$ cat src/rtl/vga_timing_pkg.sv
// Default 640x480@60 raster timing, shared by the sync generator and the
// renderers' bounds checks.
package vga_timing_pkg;
    localparam int H_ACTIVE = 640;
    localparam int H_FP     = 16;
    localparam int H_SYNC   = 96;
    localparam int H_BP     = 48;
    localparam int H_TOTAL  = H_ACTIVE + H_FP + H_SYNC + H_BP;

    localparam int V_ACTIVE = 480;
    localparam int V_FP     = 10;
    localparam int V_SYNC   = 2;
    localparam int V_BP     = 33;
    localparam int V_TOTAL  = V_ACTIVE + V_FP + V_SYNC + V_BP;

    localparam logic SYNC_ACTIVE_LOW = 1'b0;
endpackage

$ cat src/rtl/vga_axis_counter.sv
// One raster axis: position counter with terminal-count wrap, active-area
// flag and polarity-applied raw sync.
module vga_axis_counter #(
    parameter int   ACTIVE = 640,
    parameter int   FP     = 16,
    parameter int   SYNC   = 96,
    parameter int   BP     = 48,
    parameter logic POL    = 1'b0
) (
    input  logic       clk,
    input  logic       rst,
    input  logic       en,
    output logic [9:0] cnt,
    output logic       wrap,
    output logic       active,
    output logic       sync_raw
);
    localparam int TOTAL      = ACTIVE + FP + SYNC + BP;
    localparam int SYNC_START = ACTIVE + FP;
    localparam int SYNC_END   = SYNC_START + SYNC;

    // 11-bit compares so a window ending at 1024 is still representable.
    logic [10:0] cnt_x;
    assign cnt_x = {1'b0, cnt};

    assign wrap     = en && (cnt_x == 11'(TOTAL - 1));
    assign active   = cnt_x < 11'(ACTIVE);
    assign sync_raw = (cnt_x >= 11'(SYNC_START) && cnt_x < 11'(SYNC_END)) ? POL : ~POL;

    always_ff @(posedge clk) begin
        if (rst) begin
            cnt <= '0;
        end else if (en) begin
            cnt <= wrap ? '0 : cnt + 10'd1;
        end
    end
endmodule

$ cat src/rtl/vga_sync_gen.sv
// VGA raster generator: pixel-rate divider, h/v counters, and one aligned
// output stage for colour and sync pins.
module vga_sync_gen #(
    parameter int   CLK_DIV  = 4,
    parameter int   H_ACTIVE = vga_timing_pkg::H_ACTIVE,
    parameter int   H_FP     = vga_timing_pkg::H_FP,
    parameter int   H_SYNC   = vga_timing_pkg::H_SYNC,
    parameter int   H_BP     = vga_timing_pkg::H_BP,
    parameter int   V_ACTIVE = vga_timing_pkg::V_ACTIVE,
    parameter int   V_FP     = vga_timing_pkg::V_FP,
    parameter int   V_SYNC   = vga_timing_pkg::V_SYNC,
    parameter int   V_BP     = vga_timing_pkg::V_BP,
    parameter logic SYNC_POL = vga_timing_pkg::SYNC_ACTIVE_LOW
) (
    input  logic        clk,
    input  logic        rst,
    input  logic [11:0] rgb_in,
    output logic [9:0]  x,
    output logic [9:0]  y,
    output logic        video_on,
    output logic        pixel_tick,
    output logic        frame_tick,
    output logic [3:0]  vga_r,
    output logic [3:0]  vga_g,
    output logic [3:0]  vga_b,
    output logic        hsync,
    output logic        vsync
);
    localparam int DIV_W = (CLK_DIV > 1) ? $clog2(CLK_DIV) : 1;

    logic [DIV_W-1:0] div_cnt;
    logic             div_last;
    logic             h_wrap, v_wrap_unused;
    logic             h_active, v_active;
    logic             hs_raw, vs_raw;

    assign div_last = (div_cnt == DIV_W'(CLK_DIV - 1));

    always_ff @(posedge clk) begin
        if (rst) begin
            div_cnt    <= '0;
            pixel_tick <= 1'b0;
        end else begin
            div_cnt    <= div_last ? '0 : div_cnt + DIV_W'(1);
            pixel_tick <= div_last;
        end
    end

    vga_axis_counter #(
        .ACTIVE(H_ACTIVE), .FP(H_FP), .SYNC(H_SYNC), .BP(H_BP), .POL(SYNC_POL)
    ) u_h (
        .clk(clk), .rst(rst), .en(pixel_tick),
        .cnt(x), .wrap(h_wrap), .active(h_active), .sync_raw(hs_raw)
    );

    // h_wrap is already qualified by pixel_tick inside the counter.
    vga_axis_counter #(
        .ACTIVE(V_ACTIVE), .FP(V_FP), .SYNC(V_SYNC), .BP(V_BP), .POL(SYNC_POL)
    ) u_v (
        .clk(clk), .rst(rst), .en(pixel_tick & h_wrap),
        .cnt(y), .wrap(v_wrap_unused), .active(v_active), .sync_raw(vs_raw)
    );

    assign video_on   = h_active & v_active;
    assign frame_tick = pixel_tick && (x == 10'd0) && (y == 10'(V_ACTIVE));

    // Colour and sync share this stage so the pin timing of each pixel
    // lines up exactly with its sync state.
    always_ff @(posedge clk) begin
        if (rst) begin
            {vga_r, vga_g, vga_b} <= 12'h000;
            hsync                 <= ~SYNC_POL;
            vsync                 <= ~SYNC_POL;
        end else if (pixel_tick) begin
            {vga_r, vga_g, vga_b} <= video_on ? rgb_in : 12'h000;
            hsync                 <= hs_raw;
            vsync                 <= vs_raw;
        end
    end
endmodule

$ cat config.mk
export PLATFORM = sky130hd
export DESIGN_NAME = vga_sync_gen
export DESIGN_NICKNAME = d
export VERILOG_FILES = /design/src/rtl/vga_timing_pkg.sv /design/src/rtl/vga_axis_counter.sv /design/src/rtl/vga_sync_gen.sv
export SDC_FILE = /design/constraint.sdc
export NUM_CORES = 1
export LEC_CHECK = 0
export CORE_MARGIN = 2
export CORE_UTILIZATION = 47
export CTS_CLUSTER_DIAMETER = 200
export DETAILED_ROUTE_END_ITERATION = 6
export GPL_TIMING_DRIVEN = 0
export PLACE_DENSITY = 0.79
export REMOVE_ABC_BUFFERS = 1
export SYNTH_ARGS = -nofsm -noshare
export SYNTH_HDL_FRONTEND = slang
export SYNTH_HIERARCHICAL = 1
export SYNTH_SLANG_ARGS = --single-unit
$ cat constraint.sdc
create_clock -name clk -period 3.2 [get_ports clk]
set_clock_uncertainty 0.2 [all_clocks]
set_input_delay 0.48 -clock clk [delete_from_list [all_inputs] [get_ports clk]]
set_output_delay 0.48 -clock clk [all_outputs]
set_load 0.02 [all_outputs]
# Word level (Yosys, flattened, before mapping)
# Cells that the tools add are included.
dict set report word_totals {
  reg_bits 37
  in_bits 14
  out_inout_bits 37
  elab_cells 37
}
dict set report classes {
  addsub 3
  n_lt_le_gt_ge 6
  n_eq_ne 4
  n_mux 5
  bitwise 2
  reduce_logical 8
}
# op count
set ops {}
lappend ops {{$add A10 B1 Y10 const B} 2}
lappend ops {{$eq A10 B10 Y1 const B} 2}
lappend ops {{$lt A10 B10 Y1 const B} 2}
lappend ops {{$lt A10 B9 Y1 const B} 2}
lappend ops {{$mux W10} 2}
lappend ops {{$mux W12} 1}
lappend ops {{$eq A10 B9 Y1 const B} 1}
lappend ops {{$ge A10 B10 Y1 const B} 1}
lappend ops {{$ge A10 B9 Y1 const B} 1}
lappend ops {{$logic_not A10 Y1} 1}
lappend ops {{$logic_and A1 B1 Y1} 6}
lappend ops {{$add A2 B1 Y2 const B} 1}
lappend ops {{$and A1 B1 Y1} 2}
lappend ops {{$eq A2 B2 Y1 const B} 1}
lappend ops {{$mux W1} 2}
lappend ops {{$reduce_or A2 Y1} 1}

# Depth between registers and ports, before layout
dict set report logic_depth {
  ltp_word 5
  ltp_mapped 8
  ltp_nobuf 7
}

# Modules after synthesis
# Netlist, hierarchy kept.
# mod instances cells_each area_per_inst_um2 seq_area_each_um2
set by_module_without_submodules {}
lappend by_module_without_submodules {vga_sync_gen 1 77 699.4 340.3}
lappend by_module_without_submodules {{vga_axis_counter at u_v} 1 60 535.5 200.2}
lappend by_module_without_submodules {{vga_axis_counter at u_h} 1 61 519.2 200.2}

# Least setup slack after synthesis
# Ideal clock, no wire load.
dict set report synth_timing {
  kind {register to register}
  startpoint {register u_h.cnt[0]}
  endpoint {register u_v.cnt[7]}
  setup_ns 0.070
  t_arrival_ns 2.354
  setup_slack_ns 0.577
  path_stages_with_launch 9
  n_path_buf 1
  period_less_slack_ns 2.623
  cell_sequence {dfxtp_1 ha_1 nand4_1 nor3_1 and2_1 buf_2 nand3_4 or4_1 a21oi_1}
}
dict set report synth_via {
  elab_chain_len 5
}
# element line
set synth_rtl {}
lappend synth_rtl {{start: declaration} vga_axis_counter.sv:13} ;# output logic [9:0] cnt,
lappend synth_rtl {{start signal: assignment} vga_axis_counter.sv:34} ;# cnt <= wrap ? '0 : cnt + 10'd1;
lappend synth_rtl {{$eq A10 B10 Y1 *} vga_axis_counter.sv:26} ;# assign wrap = en && (cnt_x == 11'(TOTAL - 1));
lappend synth_rtl {{$logic_and A1 B1 Y1 *} vga_axis_counter.sv:26}
lappend synth_rtl {{via h_wrap} vga_sync_gen.sv:33} ;# logic h_wrap, v_wrap_unused;
lappend synth_rtl {{$and A1 B1 Y1 *} vga_sync_gen.sv:60} ;# .clk(clk), .rst(rst), .en(pixel_tick & h_wrap),
lappend synth_rtl {{$logic_and A1 B1 Y1} vga_axis_counter.sv:26}
lappend synth_rtl {{$mux W10} vga_axis_counter.sv:34}
lappend synth_rtl {{end signal: assignment} vga_axis_counter.sv:34}
lappend synth_rtl {{end: declaration} vga_axis_counter.sv:13}
# The timed path passes the listed nets; every way through them passes the cells marked *.
# A chain may end at the register's enable or synchronous reset.

# Final worst setup path
# Ends and elaborated chain as after synthesis.

==> reports/summary.txt <==
Pre-Repair DR Iteration Count: 4
Hold slack final: 236 ps
Die area: 4230 um2
Die W: 65.0 um
CP Capture Type: register
Setup TNS: 0 ps
Final Hold Viols: 0
Die Y-Extent: 65.0 um
DRC Markers: 0
Ant. Diodes: 0
WS Path Type: reg2reg
Cts hold-fix bufs: 0
Detailed-route wire length: 3.91 mm
Initial Util: 48.5%
Outcome: complete, no violations
Worst hold start: div_cnt[0]
Clock Sinks: 37
CTS Buf Count: 5
P_leak: 0.000746 uW
Power per cell area: 404 nW/um2
H-tree depth: 2
Critical Path AT: 2960 ps
Worst min-delay path class: reg2reg
Fin crit share: 92.0%
Via/cell ratio: 5.55
Largest net degree at the start of global routing: 40
Pins Over Slew Limit: 0
Final setup violation count: 0
DR vias: 1633
Maxcap violations: 0
HPWL after DPL: 2.59 mm
Synth Instances: 197
Min cycle time layout: 2940 ps
Mapped Area: 1750 um2
Vias in the first global route: 1427
Core ar.: 3610 um2
R2R setup slack: 260 ps
Routed Antenna Nets: 0
Max_slew headroom: 37.5%
Layout Nets: 264
Startpoint types: register
Port bufs: 50
Root buffer cell: clkbuf_8
Worst setup margin: 255 ps
Total Routing Usage GR: 19.4%
RSZ-0062 raised after global routing: false
Total power draw: 964 uW
Iteration-0 DRC Markers: 95
Remaining Overflow, GRT: 0
Critical path required time: 3220 ps
Number of synthesis warnings: 6
Clock buffer depth: 2
Post-Syn Area per Cell: 8.88 um2
Worst slew pin tran: 934 ps
Reg2reg end: u_v/cnt[7]
CP max FO: 9
CTS clk-pin slew, worst paths: 80 ps
Worst-Skew Late Latency: 290 ps
CTS tree: built
Postcts setup bufs: 0
R2R depth: 7
I/O Pins: 51
Hold depth: 1
Area Overhead vs Synth: 36.5%
Dpl ws: -323 ps
Reg2reg start: u_h/cnt[0]
Antenna violations before repair: 0
Fraction of layout cells with a size suffix above 1: 6.50%
Fmax achieved: 0.340 GHz
Row cnt: 22
RePlAce Congestion: 0.800
Setup crit start: u_h/cnt[0]
Hold Path End: div_cnt[0]
Worst vdd ir: 0.000224 V
Routed wire length per instance: 13.3 um
Global-route wire length before repair: 6.47 mm
[state kept, by name, indices dropped and copies added, names as in the netlist]
register	count
u_v/cnt	10
pixel_tick	1
vga_r	4
hsync	1
u_h/cnt	10
vga_g	4
vsync	1
div_cnt	2
vga_b	4
[layout by cell type (no fill, tap or decap), drive strengths merged]
master and count:
or3 8, and2 2, nor3 3, nor2 7, inv 6, bufinv 1
nor3b 1, xor2 6, o21ai 7, nand4 8, a31oi 1, nor2b 4
nand4bb 1, o22ai 2, ha 5, nand4b 1, nand3 23, or4 4
nand2b 14, and4b 1, or4b 2, clkinvlp 1, a211o 2, a21oi 21
dfxtp 37, nor4b 2, o32ai 2, nand2 8, o31ai 6, or2 1
clkbuf 6, clkdlybuf4s50 50, nor4 2, o211ai 1
[worst max-delay path, stage by stage (launching register included)]
cell and delay (ps):
dfxtp_1 510, ha_1 220, nand4_1 290, nor3_1 430
and2_1 370, nand3_4 170, or4_1 540, a21oi_1 140
[area by class of cell]
cell class | count | area, um2
fillers | 310 | 1220
flip-flops and latches | 37 | 744
clock inverters | 2 | 37.5
well taps | 48 | 60.1
multi-input cells | 145 | 940
repair buffers | 50 | 500
inverters | 6 | 22.5
clock buffers | 6 | 82.6
[worst max-delay path by stage]
stage | endpoint | depth (start not counted)
3_5_place_dp | u_v/cnt[7] | 6
3_3_place_gp | u_v/cnt[7] | 6
6_report | u_v/cnt[7] | 7
2_1_floorplan | u_v/cnt[7] | 6
4_1_cts | frame_tick | 4
5_1_grt | frame_tick | 4
[through the flow]
step / cell area (um2) / util, % / instances
after floorplan: 1700 / - / 188
after global placement: 2260 / 62.8 / 286
after detailed placement: 2260 / 62.8 / 286
after CTS: 2380 / 66.1 / 294
after global routing: 2390 / 66.2 / 294
final: 2390 / 66.2 / 294
[power by group]
group	internal [uW]	leakage, uW	switching, uW	total [uW]
clock network	253	0.0000574	166	419
registers	470	0.000300	11.3	481
logic	36.3	0.000388	27.3	63.6
total	759	0.000746	204	964
[routing by layer]
| layer | up-vias | share of wire (%) | global-route usage [%] |
|---|---|---|---|
| met5 | - | 0 | 0 |
| met4 | 0 | 1.3 | 7.18 |
| met3 | 5 | 6.5 | 5.03 |
| met2 | 60 | 47 | 31.8 |
| met1 | 753 | 45 | 24.5 |
| li1 | 815 | - | - |
[timing repair]
| action | 4_1_cts | 5_1_grt |
|---|---|---|
| endpoints found under the hold margin | 0 | 0 |
| gates resized for setup | 1 | 1 |
| setup endpoints to repair | 11 | 9 |
No activity file was read; power rests on OpenSTA's default activity.
